**src/rtl/seq_serializer_if.sv**
```systemverilog
// Word-in / bit-out bundle between a word producer and seq_serializer.
// Latency: none, this is wiring only.
// Backpressure: din_ready from the serializer gates din_valid from the producer.
//
// Signals:
//   din, din_valid   producer -> serializer: parallel word and its qualifier
//   din_ready        serializer -> producer: a word can be taken this cycle
//   ser_out          serial bit stream, feeds the pattern detector's prtx input
//   ser_valid        ser_out carries a live data bit
//   word_start       first bit of a word is on ser_out
//   busy             a word is shifting or one is parked in the holding buffer
interface seq_serializer_if #(
    parameter int WIDTH = 8
) ();
    logic [WIDTH-1:0] din;
    logic             din_valid;
    logic             din_ready;
    logic             ser_out;
    logic             ser_valid;
    logic             word_start;
    logic             busy;

    // Serializer side.
    modport slave (
        input  din,
        input  din_valid,
        output din_ready,
        output ser_out,
        output ser_valid,
        output word_start,
        output busy
    );

    // Producer / observer side.
    modport master (
        output din,
        output din_valid,
        input  din_ready,
        input  ser_out,
        input  ser_valid,
        input  word_start,
        input  busy
    );
endinterface

```
**src/rtl/seq_serializer.sv**
```systemverilog
// Parallel-to-serial front end: WIDTH-bit words in, one bit per clock out.
// Latency: first bit on ser_out right after the accepting edge; last bit WIDTH-1 cycles later.
// Backpressure: din_ready = !hb_full; at most one word shifting plus one parked in hb.
//
// Ports:
//   clk    single clock, rising edge
//   rst    asynchronous, active-high; clears everything immediately
//   bus    seq_serializer_if slave modport (din/din_valid/din_ready in,
//          ser_out/ser_valid/word_start/busy out)
//
// A one-word holding buffer lets the next word be taken while the current
// one is still shifting, so back-to-back words form an unbroken bit stream
// and a pattern straddling a word boundary reaches the detector intact.
module seq_serializer #(
    parameter int WIDTH     = 8,
    parameter bit MSB_FIRST = 1'b1
) (
    input  logic            clk,
    input  logic            rst,
    seq_serializer_if.slave bus
);

    localparam int              CW       = $clog2(WIDTH);
    localparam logic [CW-1:0]   CNT_LAST = CW'(WIDTH - 1);

    typedef enum logic {
        IDLE  = 1'b0,
        SHIFT = 1'b1
    } state_t;

    state_t           state;
    state_t           state_nx;

    logic [WIDTH-1:0] sr;
    logic [WIDTH-1:0] sr_nx;
    logic [WIDTH-1:0] hb;
    logic [WIDTH-1:0] hb_nx;
    logic [CW-1:0]    cnt;
    logic [CW-1:0]    cnt_nx;
    logic             hb_full;
    logic             hb_full_nx;

    logic             accept;
    logic             last_bit;
    logic             head;
    logic             shifting;
    logic [WIDTH-1:0] sr_adv;

    // ------------------------------------------------------------------
    // Handshake
    // ------------------------------------------------------------------
    // Ready only looks at registered state, so a producer may legally wait
    // for ready before raising valid without creating a combinational loop.
    assign bus.din_ready = ~hb_full;
    assign accept        = bus.din_valid & ~hb_full;

    // ------------------------------------------------------------------
    // Shift path
    // ------------------------------------------------------------------
    assign last_bit = (cnt == CNT_LAST);

    // Head bit leaves first; the vacated end fills with zero so an emptied
    // register reads as all-zero.
    generate
        if (MSB_FIRST) begin : g_msb
            assign head   = sr[WIDTH-1];
            assign sr_adv = {sr[WIDTH-2:0], 1'b0};
        end else begin : g_lsb
            assign head   = sr[0];
            assign sr_adv = {1'b0, sr[WIDTH-1:1]};
        end
    endgenerate

    // ------------------------------------------------------------------
    // Next-state / datapath
    // ------------------------------------------------------------------
    always_comb begin
        state_nx   = state;
        sr_nx      = sr;
        hb_nx      = hb;
        cnt_nx     = cnt;
        hb_full_nx = hb_full;

        case (state)
            IDLE: begin
                // Nothing in flight, so the new word skips the holding
                // buffer and starts shifting on the very next cycle.
                if (accept) begin
                    state_nx = SHIFT;
                    sr_nx    = bus.din;
                    cnt_nx   = '0;
                end
            end

            SHIFT: begin
                if (last_bit) begin
                    if (hb_full) begin
                        // Parked word takes over without a bubble. No accept
                        // can coincide here because ready is low while hb is
                        // full.
                        sr_nx      = hb;
                        hb_full_nx = 1'b0;
                        cnt_nx     = '0;
                    end else if (accept) begin
                        // Word arriving on the final-bit edge goes straight
                        // into the shift register.
                        sr_nx  = bus.din;
                        cnt_nx = '0;
                    end else begin
                        state_nx = IDLE;
                        sr_nx    = '0;
                        cnt_nx   = '0;
                    end
                end else begin
                    sr_nx  = sr_adv;
                    cnt_nx = cnt + CW'(1);
                    if (accept) begin
                        hb_nx      = bus.din;
                        hb_full_nx = 1'b1;
                    end
                end
            end

            default: begin
                state_nx   = IDLE;
                sr_nx      = '0;
                cnt_nx     = '0;
                hb_full_nx = 1'b0;
            end
        endcase
    end

    // ------------------------------------------------------------------
    // State registers
    // ------------------------------------------------------------------
    // Reset drops any word mid-shift and any parked word; nothing further
    // is emitted because ser_valid follows the state register directly.
    always_ff @(posedge clk or posedge rst) begin
        if (rst) begin
            state   <= IDLE;
            sr      <= '0;
            hb      <= '0;
            cnt     <= '0;
            hb_full <= 1'b0;
        end else begin
            state   <= state_nx;
            sr      <= sr_nx;
            hb      <= hb_nx;
            cnt     <= cnt_nx;
            hb_full <= hb_full_nx;
        end
    end

    // ------------------------------------------------------------------
    // Outputs (all decoded from registered state)
    // ------------------------------------------------------------------
    assign shifting       = (state == SHIFT);
    assign bus.ser_valid  = shifting;
    // Forced low in IDLE so the detector sees a quiet line between bursts.
    assign bus.ser_out    = shifting & head;
    assign bus.word_start = shifting & (cnt == '0);
    assign bus.busy       = shifting | hb_full;

endmodule

```
**src/flat_wrapper.sv**
```systemverilog
// flat-port wrapper written by rule: the top's interface ports become plain ports
module seq_serializer_flat 
#(
    parameter int WIDTH     = 8,
    parameter bit MSB_FIRST = 1'b1
)
  (clk, rst, bus_din, bus_din_valid, bus_din_ready, bus_ser_out, bus_ser_valid, bus_word_start, bus_busy);
  seq_serializer_if #(.WIDTH(WIDTH)) bus_i ();
  input  logic clk;
  input  logic rst;
  input wire logic [$bits(bus_i.din)-1:0] bus_din;
  input wire logic [$bits(bus_i.din_valid)-1:0] bus_din_valid;
  output wire logic [$bits(bus_i.din_ready)-1:0] bus_din_ready;
  output wire logic [$bits(bus_i.ser_out)-1:0] bus_ser_out;
  output wire logic [$bits(bus_i.ser_valid)-1:0] bus_ser_valid;
  output wire logic [$bits(bus_i.word_start)-1:0] bus_word_start;
  output wire logic [$bits(bus_i.busy)-1:0] bus_busy;
  assign bus_i.din = bus_din;
  assign bus_i.din_valid = bus_din_valid;
  assign bus_din_ready = bus_i.din_ready;
  assign bus_ser_out = bus_i.ser_out;
  assign bus_ser_valid = bus_i.ser_valid;
  assign bus_word_start = bus_i.word_start;
  assign bus_busy = bus_i.busy;
  seq_serializer #(.WIDTH(WIDTH), .MSB_FIRST(MSB_FIRST)) u_core (.clk(clk), .rst(rst), .bus(bus_i));
endmodule
```
**config.mk**
```make
export PLATFORM = sky130hd
export DESIGN_NAME = seq_serializer_flat
export DESIGN_NICKNAME = d
export VERILOG_FILES = /design/src/rtl/seq_serializer_if.sv /design/src/rtl/seq_serializer.sv /design/src/flat_wrapper.sv
export SDC_FILE = /design/constraint.sdc
export NUM_CORES = 1
export LEC_CHECK = 0
export CORE_ASPECT_RATIO = 1.25
export CORE_MARGIN = 2
export CORE_UTILIZATION = 49
export CTS_CLUSTER_DIAMETER = 150
export DETAILED_ROUTE_END_ITERATION = 6
export HOLD_SLACK_MARGIN = 0.02
export MAX_ROUTING_LAYER = met4
export PLACE_DENSITY_LB_ADDON = 0.08
export REMOVE_ABC_BUFFERS = 1
export SKIP_CTS_REPAIR_TIMING = 1
export SLEW_MARGIN = 10
export SYNTH_ARGS = -nofsm -noshare
export SYNTH_HDL_FRONTEND = slang
export SYNTH_SLANG_ARGS = --single-unit
```
**constraint.sdc**
```tcl
create_clock -name clk -period 2.6 [get_ports clk]
set_clock_uncertainty 0.2 [all_clocks]
set_input_delay 0.52 -clock clk [delete_from_list [all_inputs] [get_ports clk]]
set_output_delay 0.52 -clock clk [all_outputs]
set_load 0.02 [all_outputs]
```
# Word level (Yosys, flattened, before mapping)
# Cells that the tools add are included.
# classes
reduce_logical	4
mux	14
bitwise	7
n_addsub	1
n_eq_ne	2
# op_table
operator	count
$mux 8	4
$pmux 8 s2	1
$mux 3	2
$pmux 3 s2	1
$mux 1	5
$add 3x1->3 const B	1
$and 1x1->1	3
$eq 3x3->1 const B	1
$logic_not 3->1	1
$not 1->1	3
$reduce_and 3->1	1
$ne 2x1->1 const B	1
$pmux 1 s2	1
$reduce_and 2->1	1
$reduce_bool 2->1	1
$or 1x1->1	1
# totals
in_bits	11
wordCells	33
out_inout_bits	5
register_bits	21

# Depth between registers and ports, before layout
# logic_depth
word_depth	6
mapped_depth	6

# Worst setup path before layout
# No wires, ideal clock.
# synth_timing
path_kind	register to output
from	register u_core.state, in the netlist u_core.bus.ser_valid
to	output bus_word_start
arrival_time_ps	1294
path_buffers	1
required_ps	1880
path_stages_with_launch	4
path_slack_ps	586
cell_sequence	dfrtp_1 > buf_2 > inv_1 > nor3b_1
# synth_via
elab_chain_len	1
# synth_lines
item	line	text
start, declared	seq_serializer.sv:31	state_t state;
start signal, assigned	seq_serializer.sv:146	state <= state_nx;
$and 1x1->1	seq_serializer.sv:161	assign bus.word_start = shifting & (cnt == '0);
end, declared	flat_wrapper.sv:16	output wire logic [$bits(bus_i.word_start)-1:0] bus_word_start;
# Every way passes these cells.

# Worst setup path after layout
# layout_timing
from	register u_core.cnt[0]
to	output bus_word_start
# layout_via
elab_chain_len	2
# layout_lines
item	line	text
start, declared	seq_serializer.sv:38	logic [CW-1:0] cnt;
start signal, assigned	seq_serializer.sv:149	cnt <= cnt_nx;
$logic_not 3->1	seq_serializer.sv:161	
$and 1x1->1	seq_serializer.sv:161	
# Every way passes these cells.

==> results.py <==
metrics = {
    "status": {
        "status": "finished clean",
    },
    "power": {
        "p_leak_nw": 0.557,
        "cellPowerDensity_nw_per_um2": 1000,
        "pwr-share-comb_pct": 42.6,
        "p_seq_share_pct": 44.8,
        "swShare_pct": 36.0,
        "vdd.ir_drop.worst_v": 0.000605,
        "clkPwrFrac_pct": 12.6,
        "internal_power_mw": 0.796,
        "p_switching_mw": 0.449,
    },
    "worst_hold_path": {
        "holdPathEnd": "u_core.hb[2]$_DFFE_PP0P_",
        "min_path_cells": 1,
        "min_from": "u_core.hb[2]$_DFFE_PP0P_",
        "worst_hold_path_type": "reg -> reg",
    },
    "synth": {
        "synth_compound_area_share_pct": 16.4,
        "ys_seq_area_share_pct": 50.0,
        "synth_area_um2": 1050,
        "yosysMostFrequentCell": "dfrtp_1",
        "synthMuxAreaShare_pct": 11.4,
        "synthTopCellsByCount": "21 x dfrtp_1, 8 x mux2_2, 6 x inv_1",
        "synth_warnings": 0,
        "synth-xor-area-share_pct": 0,
        "synthTopCellsByArea": "dfrtp_1 50%, mux2_2 8.6%, a221o_1 4.8%",
        "ys_seq_elements": 21,
        "synth_edf_count": 0,
        "yosys.area.top_type": "dfrtp_1",
        "synth_top_area_share_pct": 50.0,
        "netlist_instances": 90,
        "async_reset_ff_share_pct": 100,
        "avgSynthCellArea_um2": 11.7,
        "synth_top_family_by_area": "compound AO/OA/AOI/OAI gates",
        "synth_adder_area_share_pct": 4.76,
        "synth_ff_type": "dfrtp_1",
        "ys_types": 26,
        "synth-simple-area-share_pct": 12.4,
    },
    "routing": {
        "route.vias.total": 754,
        "dr.pass1.iters": 4,
        "vias_per_cell": 5.98,
        "drc": 0,
        "antenna_left": 0,
        "met1_length_um": 845,
        "avgRoutedWirePerCell_um": 14.8,
        "route.met3.wl_um": 59,
        "drt_iter0_drc": 23,
        "met2_length_um": 920,
        "wirelength_mm": 1.87,
        "maxUsedRoutingLayer": "met4",
    },
    "placed_design": {
        "portBuffers": 15,
        "gp_congestion": 0.741,
        "placed_cells": 122,
        "dp_worst_setup_slack_ps": 309,
        "hpwl_mm": 1.41,
    },
    "floorplanning": {
        "core_region_area_um2": 2000,
        "fp-row-count": 18,
        "start_util_pct": 52.4,
        "dieArea_um2": 2530,
        "die_x_um": 45.4,
        "ios": 16,
        "die_h_um": 55.8,
    },
    "timing": {
        "final.min_clock_period_ps": 2440,
        "slew_viol_final": 0,
        "rsz0062_at_grt": "no",
        "fin_tns_setup_ps": 0,
        "finalHoldViolCount": 0,
        "setup_violations": 0,
        "max_clock_freq_mhz": 410,
        "worst_pin_slew_ps": 499,
        "relSlewSlack_pct": 66.8,
        "fin_ws_ps": 160,
        "finalCritPeriodShare_pct": 93.8,
    },
    "setup_path": {
        "slowest_stage": "clkdlybuf4s50_1",
        "crit_arrival_ps": 1720,
        "crit_buf_inv": 2,
        "cp_cell_sequence": "inv_1 > ha_1 > nor3b_1 > clkdlybuf4s50_1",
        "rrSetupSlack_ps": 520,
        "setup.worst_path.start_class": "register",
        "crit_required_ps": 1880,
        "critPathMaxFanout": 4,
        "path_class": "reg -> out",
        "slowest_delay_ps": 630,
        "endpoint_kind": "output port",
        "rr_endpoint": "u_core.sr[4]$_DFFE_PP0P_",
        "crit_family": "buffers and inverters",
        "rr_worst_depth": 5,
        "reg2reg_from": "u_core.cnt[0]$_DFFE_PP0P_",
    },
    "clock_tree": {
        "numCtsBuffers": 3,
        "cts_tree": "yes",
        "clk_path_buf_depth": 2,
        "path_clk_slew_ps": 120,
        "clock_sinks": 21,
        "cts_root_buf": "clkbuf_4",
        "htreeDepth": 1,
        "clk_latency_ps": 300,
    },
    "finish": {
        "fin_util_pct": 61.8,
        "syn_to_final_growth_pct": 17.9,
        "regArea_um2": 526,
        "antenna_cells": 0,
        "fillCellCount": 167,
        "fin_cells": 126,
        "multiInputGateArea_um2": 473,
        "drive_above_1_share_pct": 14.2,
        "nNetsFinal": 122,
    },
    "global_routing": {
        "grt_max_degree": 22,
        "gr-total-overflow": 0,
        "grt_use_total_pct": 17.3,
        "antenna_found_initial": 0,
        "grt_pass1_vias": 727,
        "grt_pass1_wl_mm": 3.17,
    },
    "run": {
        "drv_cap": 0,
    },
}
[cells by family after synthesis]
family | Yosys count
AO/OA/AOI/OAI | 22
AND/OR/NAND/NOR | 21
flip-flops | 21
buffers and inverters | 11
multiplexers | 11
adder cells (fa/ha/maj) | 4
[metrics by stage]
| step | power [mW] | hold WS [ps] | instance area, µm² |
|---|---|---|---|
| floorplan | 0.935 | 273 | 1020 |
| global placement | 1.09 | 288 | 1210 |
| detailed placement | 1.11 | 299 | 1210 |
| CTS | 1.26 | 326 | 1240 |
| global route | 1.35 | 338 | 1240 |
| finish | 1.24 | 317 | 1240 |
[sequential cells by signal, summed over array words and instances (netlist names)]
signal / cells
u_core.hb: 8
u_core.sr: 8
u_core.cnt: 3
u_core.bus.ser_valid: 1
u_core.hb_full: 1
[layout make-up]
type | instances | area share [%]
tap | 20 | 2.02
clock buffer | 3 | 1.82
sequential | 21 | 42.4
timing repair buffer | 17 | 13.3
clock inverter | 1 | 0.404
inverter | 6 | 1.82
multi-input combinational | 58 | 38.2
[per-layer routing]
| metal | GRT usage (%) | vias to the layer above |
|---|---|---|
| met1 | 22.3 | 367 |
| met4 | 8.82 | 0 |
| li1 | - | 363 |
| met5 | - | - |
| met2 | 26.0 | 20 |
| met3 | 1.95 | 4 |
[cells in the final DEF (no fill, tap or decap)]
master and count:
nor2b_1 2, and2b_1 2, nor3b_1 1, and3_1 3, nand2_1 5, a32oi_1 1
o211ai_1 2, inv_1 6, and2_1 1, a221o_1 5, ha_1 4, a21oi_1 2
nand3_1 3, o22ai_1 1, a32o_1 5, mux2_2 8, buf_4 2, o21ai_0 5
nor2_1 1, clkdlybuf4s50_1 15, mux2i_1 3, clkinv_2 1, o31ai_1 1, nand2b_1 2
dfrtp_1 21, clkbuf_4 3, nor2_8 1
[power groups by stage]
| stage | Combinational [mW] | Sequential [mW] | Clock (mW) |
|---|---|---|---|
| floorplan | 0.385 | 0.551 | 0 |
| global placement | 0.525 | 0.564 | 0 |
| detailed placement | 0.540 | 0.567 | 0 |
| CTS | 0.541 | 0.558 | 0.162 |
| global route | 0.599 | 0.573 | 0.176 |
| finish | 0.531 | 0.557 | 0.157 |
[worst max path at each step]
stage                                               from                  endpoint  slack (ps)  depth (start not counted)
after floorplan           u_core.bus.ser_valid$_DFF_PP0_            bus_word_start         440                          2
after global placement                     bus_din_valid  u_core.hb[7]$_DFFE_PP0P_         340                          4
after detailed placement                   bus_din_valid  u_core.hb[7]$_DFFE_PP0P_         310                          4
after CTS                      u_core.cnt[0]$_DFFE_PP0P_            bus_word_start         140                          4
after global routing           u_core.cnt[0]$_DFFE_PP0P_            bus_word_start          40                          4
final                          u_core.cnt[0]$_DFFE_PP0P_            bus_word_start         160                          4
(Power assumes the default switching activity.)
==> variant (config.mk and constraints unchanged) <==
`WIDTH` is set to 8 in 3 places; all go to 16.
--- a/src/rtl/seq_serializer_if.sv
+++ b/src/rtl/seq_serializer_if.sv
@@ -10,7 +10,7 @@
 //   word_start       first bit of a word is on ser_out
 //   busy             a word is shifting or one is parked in the holding buffer
 interface seq_serializer_if #(
-    parameter int WIDTH = 8
+    parameter int WIDTH = 16
 ) ();
     logic [WIDTH-1:0] din;
     logic             din_valid;
--- a/src/rtl/seq_serializer.sv
+++ b/src/rtl/seq_serializer.sv
@@ -12,7 +12,7 @@
 // one is still shifting, so back-to-back words form an unbroken bit stream
 // and a pattern straddling a word boundary reaches the detector intact.
 module seq_serializer #(
-    parameter int WIDTH     = 8,
+    parameter int WIDTH     = 16,
     parameter bit MSB_FIRST = 1'b1
 ) (
     input  logic            clk,
--- a/src/flat_wrapper.sv
+++ b/src/flat_wrapper.sv
@@ -1,7 +1,7 @@
 // flat-port wrapper written by rule: the top's interface ports become plain ports
 module seq_serializer_flat 
 #(
-    parameter int WIDTH     = 8,
+    parameter int WIDTH     = 16,
     parameter bit MSB_FIRST = 1'b1
 )
   (clk, rst, bus_din, bus_din_valid, bus_din_ready, bus_ser_out, bus_ser_valid, bus_word_start, bus_busy);
Interface: changed (resized bus_din); port bits go from 16 to 24. No check against the original RTL was run, so the function may have changed too.
==> variant against the original RTL <==
  * Total power up 82%
  * Final area up 93%
  * Utilization down 2.5 points
  * Fmax up 1.3%
  * Sequential cell count up 17
  * Synthesized area up 94%
  * Global-route usage up 4.4 points
  * Routed wire length up 140%
  * Setup slack better by 0.031 ns
  * Critical endpoint is now bus_busy
==> variant: results (changes against the original RTL) <==
stage,metric,value,unit,change
grt,vias in the first global route,1640,,was 727
power,Pleak,1.12,nW,was 0.557 nW
route,"wirelength, routed",4480,um,was 1870 um
route,iteration-0 DRC count of the detailed router,119,,was 23
cts,CTS H-Tree Depth,2,,was 1
synth,"Seq/Total Area, Yosys",0.466,,was 0.500
cts,clock root buffer,clkbuf_8,,was clkbuf_4
worst_setup_path,crit-path max FO,12,,was 4
layout,share of layout cells above drive strength 1,0.121,,was 0.142
grt,largest net degree at the start of global routing,39,,was 22
cts,"Reg clk slew, reported paths",0.07,ns,was 0.12 ns
power,peak supply drop,468,uV,was 605 uV
route,drt via density,5.77,,was 5.98
placed_design,pre-CTS setup slack,0.185,ns,was 0.309 ns
worst_setup_path,r2r worst-path depth,4,,was 5
outcome,status,"complete, no violations",,unchanged
synth,Synth top cells by count,"dfrtp_1 (38), a21oi_1 (22), and3_1 (15)",,"was dfrtp_1 (21), mux2_2 (8), inv_1 (6)"
placed_design,post-DP HPWL,2970,um,was 1410 um
worst_setup_path,Critical Path Max Stage Delay,0.54,ns,was 0.63 ns
timing,Final WS setup,0.191,ns,was 0.160 ns
layout,Final #Nets,236,,was 122
placed_design,# port buffers,23,,was 15
layout,Largest regs,"u_core.hb x16, u_core.sr x16, u_core.cnt x4",,"was u_core.hb x8, u_core.sr x8, u_core.cnt x3"
synth,top post-synthesis cells by area,"dfrtp_1 (47%), mux2_2 (6.1%), a21oi_1 (5.4%)",,"was dfrtp_1 (50%), mux2_2 (8.6%), a221o_1 (4.8%)"
cts,cts bufs inserted,5,,was 3
timing,worst slew margin relative to its limit,0.656,,was 0.668
synth,Synth cell types,34,,was 26
## variant: metal layers
metal,up-vias,share of wire,global-route usage
met5,-,0,-
met4,0,0.015,0.0723
met3,7,0.039,0.0526
met2,37,0.51,0.335
met1,775,0.44,0.276
li1,744,-,-
## variant: cells by family after synthesis
logic type,count (synthesis),share of synthesized area
fa+ha+maj,2,0.0123
simple gates,59,0.192
compound gates,45,0.157
mux,19,0.104
xor+xnor,1,0.00429
flops,38,0.466
buf+inv,30,0.0656
## variant: through the flow
step / hold WS [ns] / utilization / cells
6_report: 0.286 / 0.593 / 271
5_1_grt: 0.306 / 0.593 / 271
3_5_place_dp: 0.274 / 0.574 / 264
2_1_floorplan: 0.256 / - / 178
4_1_cts: 0.290 / 0.592 / 271
3_3_place_gp: 0.266 / 0.574 / 264
## variant: final cells by class
type                    count  area, um^2
inverters                  14        52.6
repair buffers             30         285
fillers                   394        1640
well taps                  56        70.1
flip-flops and latches     38         951
multi-input cells         126         957
clock buffers               7        76.3
## variant: final timing paths
check | from | end
max in group asynchronous | rst | u_core.hb[4]
min reg2reg | u_core.hb[10] | u_core.hb[10]
min | u_core.hb[10] | u_core.hb[10]
max reg2reg | u_core.cnt[0] | u_core.sr[10]
min in group asynchronous | rst | u_core.sr[14]
max | u_core.bus.ser_valid | bus_busy
## variant: power by group
| part | internal (W) | switching, W |
|---|---|---|
| combinational | 0.000463 | 0.000412 |
| sequential | 0.000847 | 0.000161 |
| clock | 0.000185 | 0.000198 |
| total | 0.00150 | 0.000771 |
